==> src/rtl/kl8_console_pkg.sv <==
// Shared types and constants for the KL8 console host.
// State encodings, default ack timeout and the timeout-counter width helper.
package kl8_console_pkg;

    localparam int unsigned ACK_TIMEOUT_DEF = 255;

    typedef enum logic [1:0] {
        T_IDLE  = 2'd0,
        T_REQ   = 2'd1,
        T_DRAIN = 2'd2
    } tx_state_e;

    typedef enum logic [1:0] {
        R_IDLE = 2'd0,
        R_REQ  = 2'd1,
        R_CAPT = 2'd2
    } rx_state_e;

    // Counter must be able to hold the timeout value itself (it saturates there).
    function automatic int unsigned to_cnt_width(input int unsigned timeout);
        return $clog2(timeout + 1);
    endfunction

endpackage

==> src/rtl/uart_req_chan.sv <==
// Generic req/ack issuer: raises req on start, drops it on ack or after ACK_TIMEOUT cycles.
// done/timeout are single-cycle combinational pulses in the last req cycle.
module uart_req_chan
    import kl8_console_pkg::*;
#(
    parameter int unsigned ACK_TIMEOUT = ACK_TIMEOUT_DEF
) (
    input  logic i_clk,
    input  logic i_reset,
    input  logic i_start,
    input  logic i_ack,
    output logic o_req,
    output logic o_done_c,
    output logic o_timeout_c
);
    localparam int unsigned     CW   = to_cnt_width(ACK_TIMEOUT);
    localparam logic [CW-1:0]   LAST = CW'(ACK_TIMEOUT - 1);
    localparam logic [CW-1:0]   SAT  = CW'(ACK_TIMEOUT);

    logic          r_req;
    logic [CW-1:0] r_cnt;

    assign o_req       = r_req;
    assign o_done_c    = r_req & i_ack;
    assign o_timeout_c = r_req & ~i_ack & (r_cnt >= LAST);

    // r_cnt counts completed req cycles, so req stays high exactly ACK_TIMEOUT cycles.
    always_ff @(posedge i_clk or negedge i_reset) begin
        if (!i_reset) begin
            r_req <= 1'b0;
            r_cnt <= '0;
        end else if (i_start) begin
            r_req <= 1'b1;
            r_cnt <= '0;
        end else if (r_req) begin
            if (o_done_c || o_timeout_c) r_req <= 1'b0;
            if (r_cnt != SAT)            r_cnt <= r_cnt + CW'(1);
        end
    end

endmodule

==> src/rtl/kl8_console_host.sv <==
// KL8-style console host: TTO/TTI flags and data toward the IOT logic,
// req/ack initiator toward a UART responder, one character buffered each way.
module kl8_console_host
    import kl8_console_pkg::*;
#(
    parameter int unsigned ACK_TIMEOUT = ACK_TIMEOUT_DEF,
    parameter bit          RX_POLL     = 1'b1
) (
    input  logic       i_clk,
    input  logic       i_reset,
    input  logic       i_tto_wr,
    input  logic [7:0] i_tto_data,
    input  logic       i_tto_clr,
    output logic       o_tto_flag,
    output logic       o_tto_busy,
    input  logic       i_tti_fetch,
    input  logic       i_tti_clr,
    output logic       o_tti_flag,
    output logic [7:0] o_tti_data,
    input  logic       i_ie_wr,
    input  logic       i_ie_in,
    output logic       o_irq,
    input  logic       i_err_clr,
    output logic       o_tx_err,
    output logic       o_rx_err,
    output logic       o_tx_req,
    output logic [7:0] o_tx_data,
    input  logic       i_tx_ack,
    input  logic       i_tx_empty,
    output logic       o_rx_req,
    input  logic       i_rx_ack,
    input  logic       i_rx_empty,
    input  logic [7:0] i_rx_data
);
    tx_state_e  r_tx_state, w_tx_nxt;
    rx_state_e  r_rx_state, w_rx_nxt;
    logic       r_pend, w_pend_nxt;
    logic       r_drain_first, w_drain_nxt;
    logic [7:0] r_tx_data, w_tx_data_nxt;
    logic [7:0] r_tti_data, w_tti_data_nxt;
    logic       r_tto_flag, w_tto_flag_nxt;
    logic       r_tto_busy;
    logic       r_tti_flag, w_tti_flag_nxt;
    logic       r_fetch, w_fetch_nxt;
    logic       r_ie, w_ie_nxt;
    logic       r_irq;
    logic       r_tx_err, w_tx_err_nxt;
    logic       r_rx_err, w_rx_err_nxt;

    logic w_tx_start, w_tx_done, w_tx_to;
    logic w_rx_start, w_rx_done, w_rx_to;
    logic w_accept, w_tto_set, w_tto_load, w_tx_err_set;
    logic w_tti_held, w_tti_set, w_rx_err_set;

    uart_req_chan #(.ACK_TIMEOUT(ACK_TIMEOUT)) u_tx_chan (
        .i_clk       (i_clk),
        .i_reset     (i_reset),
        .i_start     (w_tx_start),
        .i_ack       (i_tx_ack),
        .o_req       (o_tx_req),
        .o_done_c    (w_tx_done),
        .o_timeout_c (w_tx_to)
    );

    uart_req_chan #(.ACK_TIMEOUT(ACK_TIMEOUT)) u_rx_chan (
        .i_clk       (i_clk),
        .i_reset     (i_reset),
        .i_start     (w_rx_start),
        .i_ack       (i_rx_ack),
        .o_req       (o_rx_req),
        .o_done_c    (w_rx_done),
        .o_timeout_c (w_rx_to)
    );

    // TX next-state: a write while the UART is busy is parked in r_pend.
    always_comb begin
        w_tx_nxt      = r_tx_state;
        w_pend_nxt    = r_pend;
        w_drain_nxt   = r_drain_first;
        w_tx_data_nxt = r_tx_data;
        w_tx_start    = 1'b0;
        w_tto_set     = 1'b0;
        w_tto_load    = 1'b0;
        w_tx_err_set  = 1'b0;
        w_accept      = i_tto_wr & ~r_tto_busy;
        case (r_tx_state)
            T_IDLE: begin
                if (w_accept) begin
                    w_tx_data_nxt = i_tto_data;
                    w_tto_load    = 1'b1;
                    if (i_tx_empty) begin
                        w_tx_start = 1'b1;
                        w_tx_nxt   = T_REQ;
                    end else begin
                        w_pend_nxt = 1'b1;
                    end
                end else if (r_pend && i_tx_empty) begin
                    w_tx_start = 1'b1;
                    w_pend_nxt = 1'b0;
                    w_tx_nxt   = T_REQ;
                end
            end
            T_REQ: begin
                if (w_tx_done) begin
                    w_drain_nxt = 1'b1;
                    w_tx_nxt    = T_DRAIN;
                end else if (w_tx_to) begin
                    w_tx_err_set = 1'b1;
                    w_tto_set    = 1'b1;
                    w_tx_nxt     = T_IDLE;
                end
            end
            T_DRAIN: begin
                // Responder drops tx_empty only on the edge after ack; skip that cycle.
                if (r_drain_first) begin
                    w_drain_nxt = 1'b0;
                end else if (i_tx_empty) begin
                    w_tto_set = 1'b1;
                    w_tx_nxt  = T_IDLE;
                end
            end
            default: w_tx_nxt = T_IDLE;
        endcase
        w_tto_flag_nxt = w_tto_set | (r_tto_flag & ~i_tto_clr & ~w_tto_load);
        w_tx_err_nxt   = w_tx_err_set | (r_tx_err & ~i_err_clr);
    end

    // RX next-state: a pending tti_clr frees the buffer in time to start this cycle.
    always_comb begin
        w_rx_nxt       = r_rx_state;
        w_tti_data_nxt = r_tti_data;
        w_rx_start     = 1'b0;
        w_tti_set      = 1'b0;
        w_rx_err_set   = 1'b0;
        w_fetch_nxt    = r_fetch | i_tti_fetch;
        w_tti_held     = r_tti_flag & ~i_tti_clr;
        case (r_rx_state)
            R_IDLE: begin
                if (!i_rx_empty && !w_tti_held && (RX_POLL || w_fetch_nxt)) begin
                    w_rx_start  = 1'b1;
                    w_fetch_nxt = 1'b0;
                    w_rx_nxt    = R_REQ;
                end
            end
            R_REQ: begin
                if (w_rx_done) begin
                    w_rx_nxt = R_CAPT;
                end else if (w_rx_to) begin
                    w_rx_err_set = 1'b1;
                    w_rx_nxt     = R_IDLE;
                end
            end
            R_CAPT: begin
                w_tti_data_nxt = i_rx_data;
                w_tti_set      = 1'b1;
                w_rx_nxt       = R_IDLE;
            end
            default: w_rx_nxt = R_IDLE;
        endcase
        w_tti_flag_nxt = w_tti_set | w_tti_held;
        w_rx_err_nxt   = w_rx_err_set | (r_rx_err & ~i_err_clr);
        w_ie_nxt       = i_ie_wr ? i_ie_in : r_ie;
    end

    always_ff @(posedge i_clk or negedge i_reset) begin
        if (!i_reset) begin
            r_tx_state    <= T_IDLE;
            r_rx_state    <= R_IDLE;
            r_pend        <= 1'b0;
            r_drain_first <= 1'b0;
            r_tx_data     <= '0;
            r_tti_data    <= '0;
            r_tto_flag    <= 1'b0;
            r_tto_busy    <= 1'b0;
            r_tti_flag    <= 1'b0;
            r_fetch       <= 1'b0;
            r_ie          <= 1'b0;
            r_irq         <= 1'b0;
            r_tx_err      <= 1'b0;
            r_rx_err      <= 1'b0;
        end else begin
            r_tx_state    <= w_tx_nxt;
            r_rx_state    <= w_rx_nxt;
            r_pend        <= w_pend_nxt;
            r_drain_first <= w_drain_nxt;
            r_tx_data     <= w_tx_data_nxt;
            r_tti_data    <= w_tti_data_nxt;
            r_tto_flag    <= w_tto_flag_nxt;
            r_tto_busy    <= (w_tx_nxt != T_IDLE) | w_pend_nxt;
            r_tti_flag    <= w_tti_flag_nxt;
            r_fetch       <= w_fetch_nxt;
            r_ie          <= w_ie_nxt;
            r_irq         <= w_ie_nxt & (w_tti_flag_nxt | w_tto_flag_nxt);
            r_tx_err      <= w_tx_err_nxt;
            r_rx_err      <= w_rx_err_nxt;
        end
    end

    assign o_tto_flag = r_tto_flag;
    assign o_tto_busy = r_tto_busy;
    assign o_tti_flag = r_tti_flag;
    assign o_tti_data = r_tti_data;
    assign o_irq      = r_irq;
    assign o_tx_err   = r_tx_err;
    assign o_rx_err   = r_rx_err;
    assign o_tx_data  = r_tx_data;

endmodule

==> config.mk <==
export PLATFORM = sky130hd
export DESIGN_NAME = kl8_console_host
export DESIGN_NICKNAME = d
export VERILOG_FILES = /design/src/rtl/kl8_console_pkg.sv /design/src/rtl/uart_req_chan.sv /design/src/rtl/kl8_console_host.sv
export SDC_FILE = /design/constraint.sdc
export NUM_CORES = 1
export LEC_CHECK = 0
export ABC_AREA = 0
export CORE_MARGIN = 1.5
export CORE_UTILIZATION = 56
export DETAILED_ROUTE_END_ITERATION = 8
export DONT_BUFFER_PORTS = 1
export PLACE_DENSITY = 0.74
export SLEW_MARGIN = 20
export SYNTH_ARGS = -nofsm -noshare
export SYNTH_HDL_FRONTEND = slang
export SYNTH_SLANG_ARGS = --single-unit
==> constraint.sdc <==
create_clock -name i_clk -period 1.8 [get_ports i_clk]
set_clock_uncertainty 0.15 [all_clocks]
set_input_delay 0.18 -clock i_clk [delete_from_list [all_inputs] [get_ports i_clk]]
set_output_delay 0.18 -clock i_clk [all_outputs]
set_load 0.01 [all_outputs]
==> results.toml <==
[status]
status = "complete, but fails checks"
violations = "negative hold slack, negative setup slack"

[power_and_ir_drop]
switchingPower_w = 0.001672
power_frac_comb_pct = 38.9
power.density_mw_per_mm2 = 1438
clkPwrFrac_pct = 18.5
seq_power_share_pct = 42.5
vdd_drop_max_v = 0.0008191
p_int_w = 0.002734
swShare_pct = 37.95
power_w = 0.004406
p_leak_nw = 1.313

[floorplan]
core_mm2 = 0.003971
die_x_um = 66.95
die-area_mm2 = 0.004482
initial_utilization_pct = 57.66
placementRows = 23
io_pins = 53
die_y_um = 66.95

[synthesis]
yosys_register_bits = 47
synthArstFlopShare_pct = 100.0
yosys-top-cells-area = "dfrtp_1 51%, mux2_2 7.9%, ha_1 4.4%, a211oi_1 2.6%, nor2_1 2.6%"
synth_common_cells = "47 x dfrtp_1, 16 x mux2_2, 16 x nor2_1, 14 x nand2_1, 11 x inv_1"
ys.warnings.count = 0
netlist_area_mm2 = 0.002290
synthCells = 207
synth.most_common_cell = "dfrtp_1"
ys.flop_type = "dfrtp_1"
ys_seq_area_share_pct = 51.37
yosys.cell_types.count = 46
synth_edf_count = 0
synth_top_area_cell = "dfrtp_1"
synth_top_area_share_pct = 51.37
synth_nets = 244
postSynthAreaPerCell_um2 = 11.06

[sta]
post-route-min-period_ns = 1.895
fin_crit_sh_pct = 105.3
finalMaxSlewViolations = 0
worst_pin_slew_ns = 0.3515
hold_viol_final = 1
hold_ws_ns = -0.01411
slew-limit-headroom_pct = 76.48
fmax_mhz = 527.7
rsz0062_at_grt = "true"
setup_viol = 1
final.setup.worst_slack_ns = -0.09494

[critical_path]
endpoint_kind = "flop"
rrSetupSlack_ns = -0.09
critPathLaunchType = "flop"
worstPathRequired_ns = 1.84
reg2reg_from = "u_tx_chan.o_req"
arrival_ns = 1.94
path_class = "flop to flop"
reg2regPathDepth = 4
crit_path_max_fanout = 3
r2r-end = "o_tto_busy"

[final_layout]
fillers = 242
final_area_mm2 = 0.003064
drive_gt1_share_pct = 33.33
antennaDiodeCount = 0
syn_to_final_growth_pct = 33.83
final_nets = 300

[drt]
drt-met1-wl_mm = 2.265
first_iter_violations = 146
drc = 0
wl_mm = 6.016
dr.pass1.iters = 4
met2_length_mm = 3.209
drtAntennaViolNets = 0
wl_per_cell_um = 19.16
dr_wl_met3_um = 311
top_layer_used = "met4"
vias_per_cell = 5.997
vias = 1883

[grt]
grt_pass1_wl_mm = 8.901
antenna_found_initial = 0
grt-ovfl-total = 0
grt_pass1_vias = 1944
track_usage_pct = 27.29
grt_max_degree = 48

[hold_path]
hold_path_depth = 3
hold-path-endpoint = "r_pend"
min_from = "i_tx_empty"
hp-class = "input port to flop"

[run]
maxCapViolCount = 0

[placed_design]
dpl_cell_area_mm2 = 0.002505
io_buffer_count = 0
gp_congestion = 0.8611
dpl.hpwl_mm = 3.650

[clocking]
clkTransAtPathRegs_ns = 0.10
clkLatencyLatePin_ns = 0.32
numCtsBuffers = 5
htree_levels = 2
clockRootBuffer = "clkbuf_8"
cts_tree = "done"
clock_sinks = 47
cts_buffer_depth = 2
## per-layer routing
| layer | up-vias | track usage (%) |
|---|---|---|
| met5 | - | 0 |
| met2 | 73 | 45.75 |
| met3 | 20 | 8.615 |
| li1 | 866 | - |
| met1 | 924 | 31.40 |
| met4 | 0 | 13.27 |
## cell families after synthesis
group	synth area share, %
compound gates	14.81
simple gates	16.50
xor+xnor	2.295
fa+ha+maj	4.372
buf+inv	2.350
flops	51.37
mux	8.306
## cells in the final DEF, fill, tap and decap left out, drive strengths merged, types with 8 or more instances in the layout
| cell type | netlist | routed |
|---|---|---|
| dfrtp | 47 | 47 |
| buf | 1 | 29 |
| dlygate4sd3 | 0 | 22 |
| mux2 | 16 | 16 |
| nor2 | 16 | 16 |
| nand2 | 14 | 14 |
| inv | 11 | 12 |
| o21ai | 9 | 9 |
| nand3 | 8 | 8 |
| a211oi | 8 | 8 |
| ha | 8 | 8 |
## flip-flops by register name, summed over array words and instances (netlist names)
register / cells
o_irq: 1
o_rx_err: 1
o_tti_data: 8
o_tti_flag: 1
o_tto_busy: 1
o_tto_flag: 1
o_tx_data: 8
o_tx_err: 1
r_drain_first: 1
r_ie: 1
r_pend: 1
r_rx_state: 2
r_tx_state: 2
u_rx_chan.o_req: 1
u_rx_chan.r_cnt: 8
u_tx_chan.o_req: 1
u_tx_chan.r_cnt: 8
## stage by stage
| stage | setup TNS (ns) | utilization [%] | hold slack [ns] | std cells | worst slack, ns |
|---|---|---|---|---|---|
| after floorplan | 0 | - | -0.2656 | 207 | 0.001700 |
| after global placement | -0.03349 | 63.08 | -0.2643 | 276 | -0.02130 |
| after detailed placement | -0.1771 | 63.08 | -0.2646 | 276 | -0.1134 |
| after CTS | -0.001561 | 73.91 | 0.001833 | 309 | -0.001561 |
| after global routing | -0.2917 | 77.16 | -0.01109 | 314 | -0.1530 |
| final | -0.09494 | 77.16 | -0.01411 | 314 | -0.09494 |
## power groups by stage
| stage | sequential (W) | combinational, W | clock (W) |
|---|---|---|---|
| global route | 0.00191 | 0.00186 | 0.000871 |
| global placement | 0.00182 | 0.00123 | 0 |
| floorplan | 0.00179 | 0.000893 | 0 |
| finish | 0.00187 | 0.00172 | 0.000817 |
| detailed placement | 0.00185 | 0.00133 | 0 |
| CTS | 0.00183 | 0.00148 | 0.000818 |
## how the worst max path moves through the flow
stage,start,end,cells after the start
2_1_floorplan,r_tx_state[0],o_tto_busy,6
3_3_place_gp,r_tx_state[1],r_tx_state[1],5
3_5_place_dp,r_tx_state[1],o_tto_busy,6
4_1_cts,r_tx_state[0],o_tto_busy,6
5_1_grt,u_tx_chan.r_cnt[0],o_tto_busy,6
6_report,u_tx_chan.o_req,o_tto_busy,4
## worst max-delay path, stage by stage (launching register included)
cell	delay (ns)
dfrtp_1	0.48
nand2b_4	0.10
o41ai_4	0.42
a41oi_1	0.09
or4_1	0.54
## timing repair
| item | 4_1_cts | 5_1_grt |
|---|---|---|
| hold buffers | 24 | 0 |
| resized for setup | 14 | 23 |
| buffers inserted | 1 | 5 |
| pin swaps | 0 | 5 |
| setup endpoints to repair | 2 | 5 |
| hold endpoints to repair | 73 | 0 |
## layout make-up
| class | instances | area [um2] | share of cell area [%] |
|---|---|---|---|
| flip-flops and latches | 47 | 1180 | 38.51 |
| clock inverters | 3 | 47.55 | 1.552 |
| clock buffers | 5 | 68.82 | 2.246 |
| well taps | 50 | 62.56 | 2.042 |
| multi-input cells | 146 | 1190 | 38.83 |
| repair buffers | 52 | 474.2 | 15.48 |
| inverters | 11 | 41.29 | 1.347 |
Note: power is estimated with default switching activity, not from simulation.
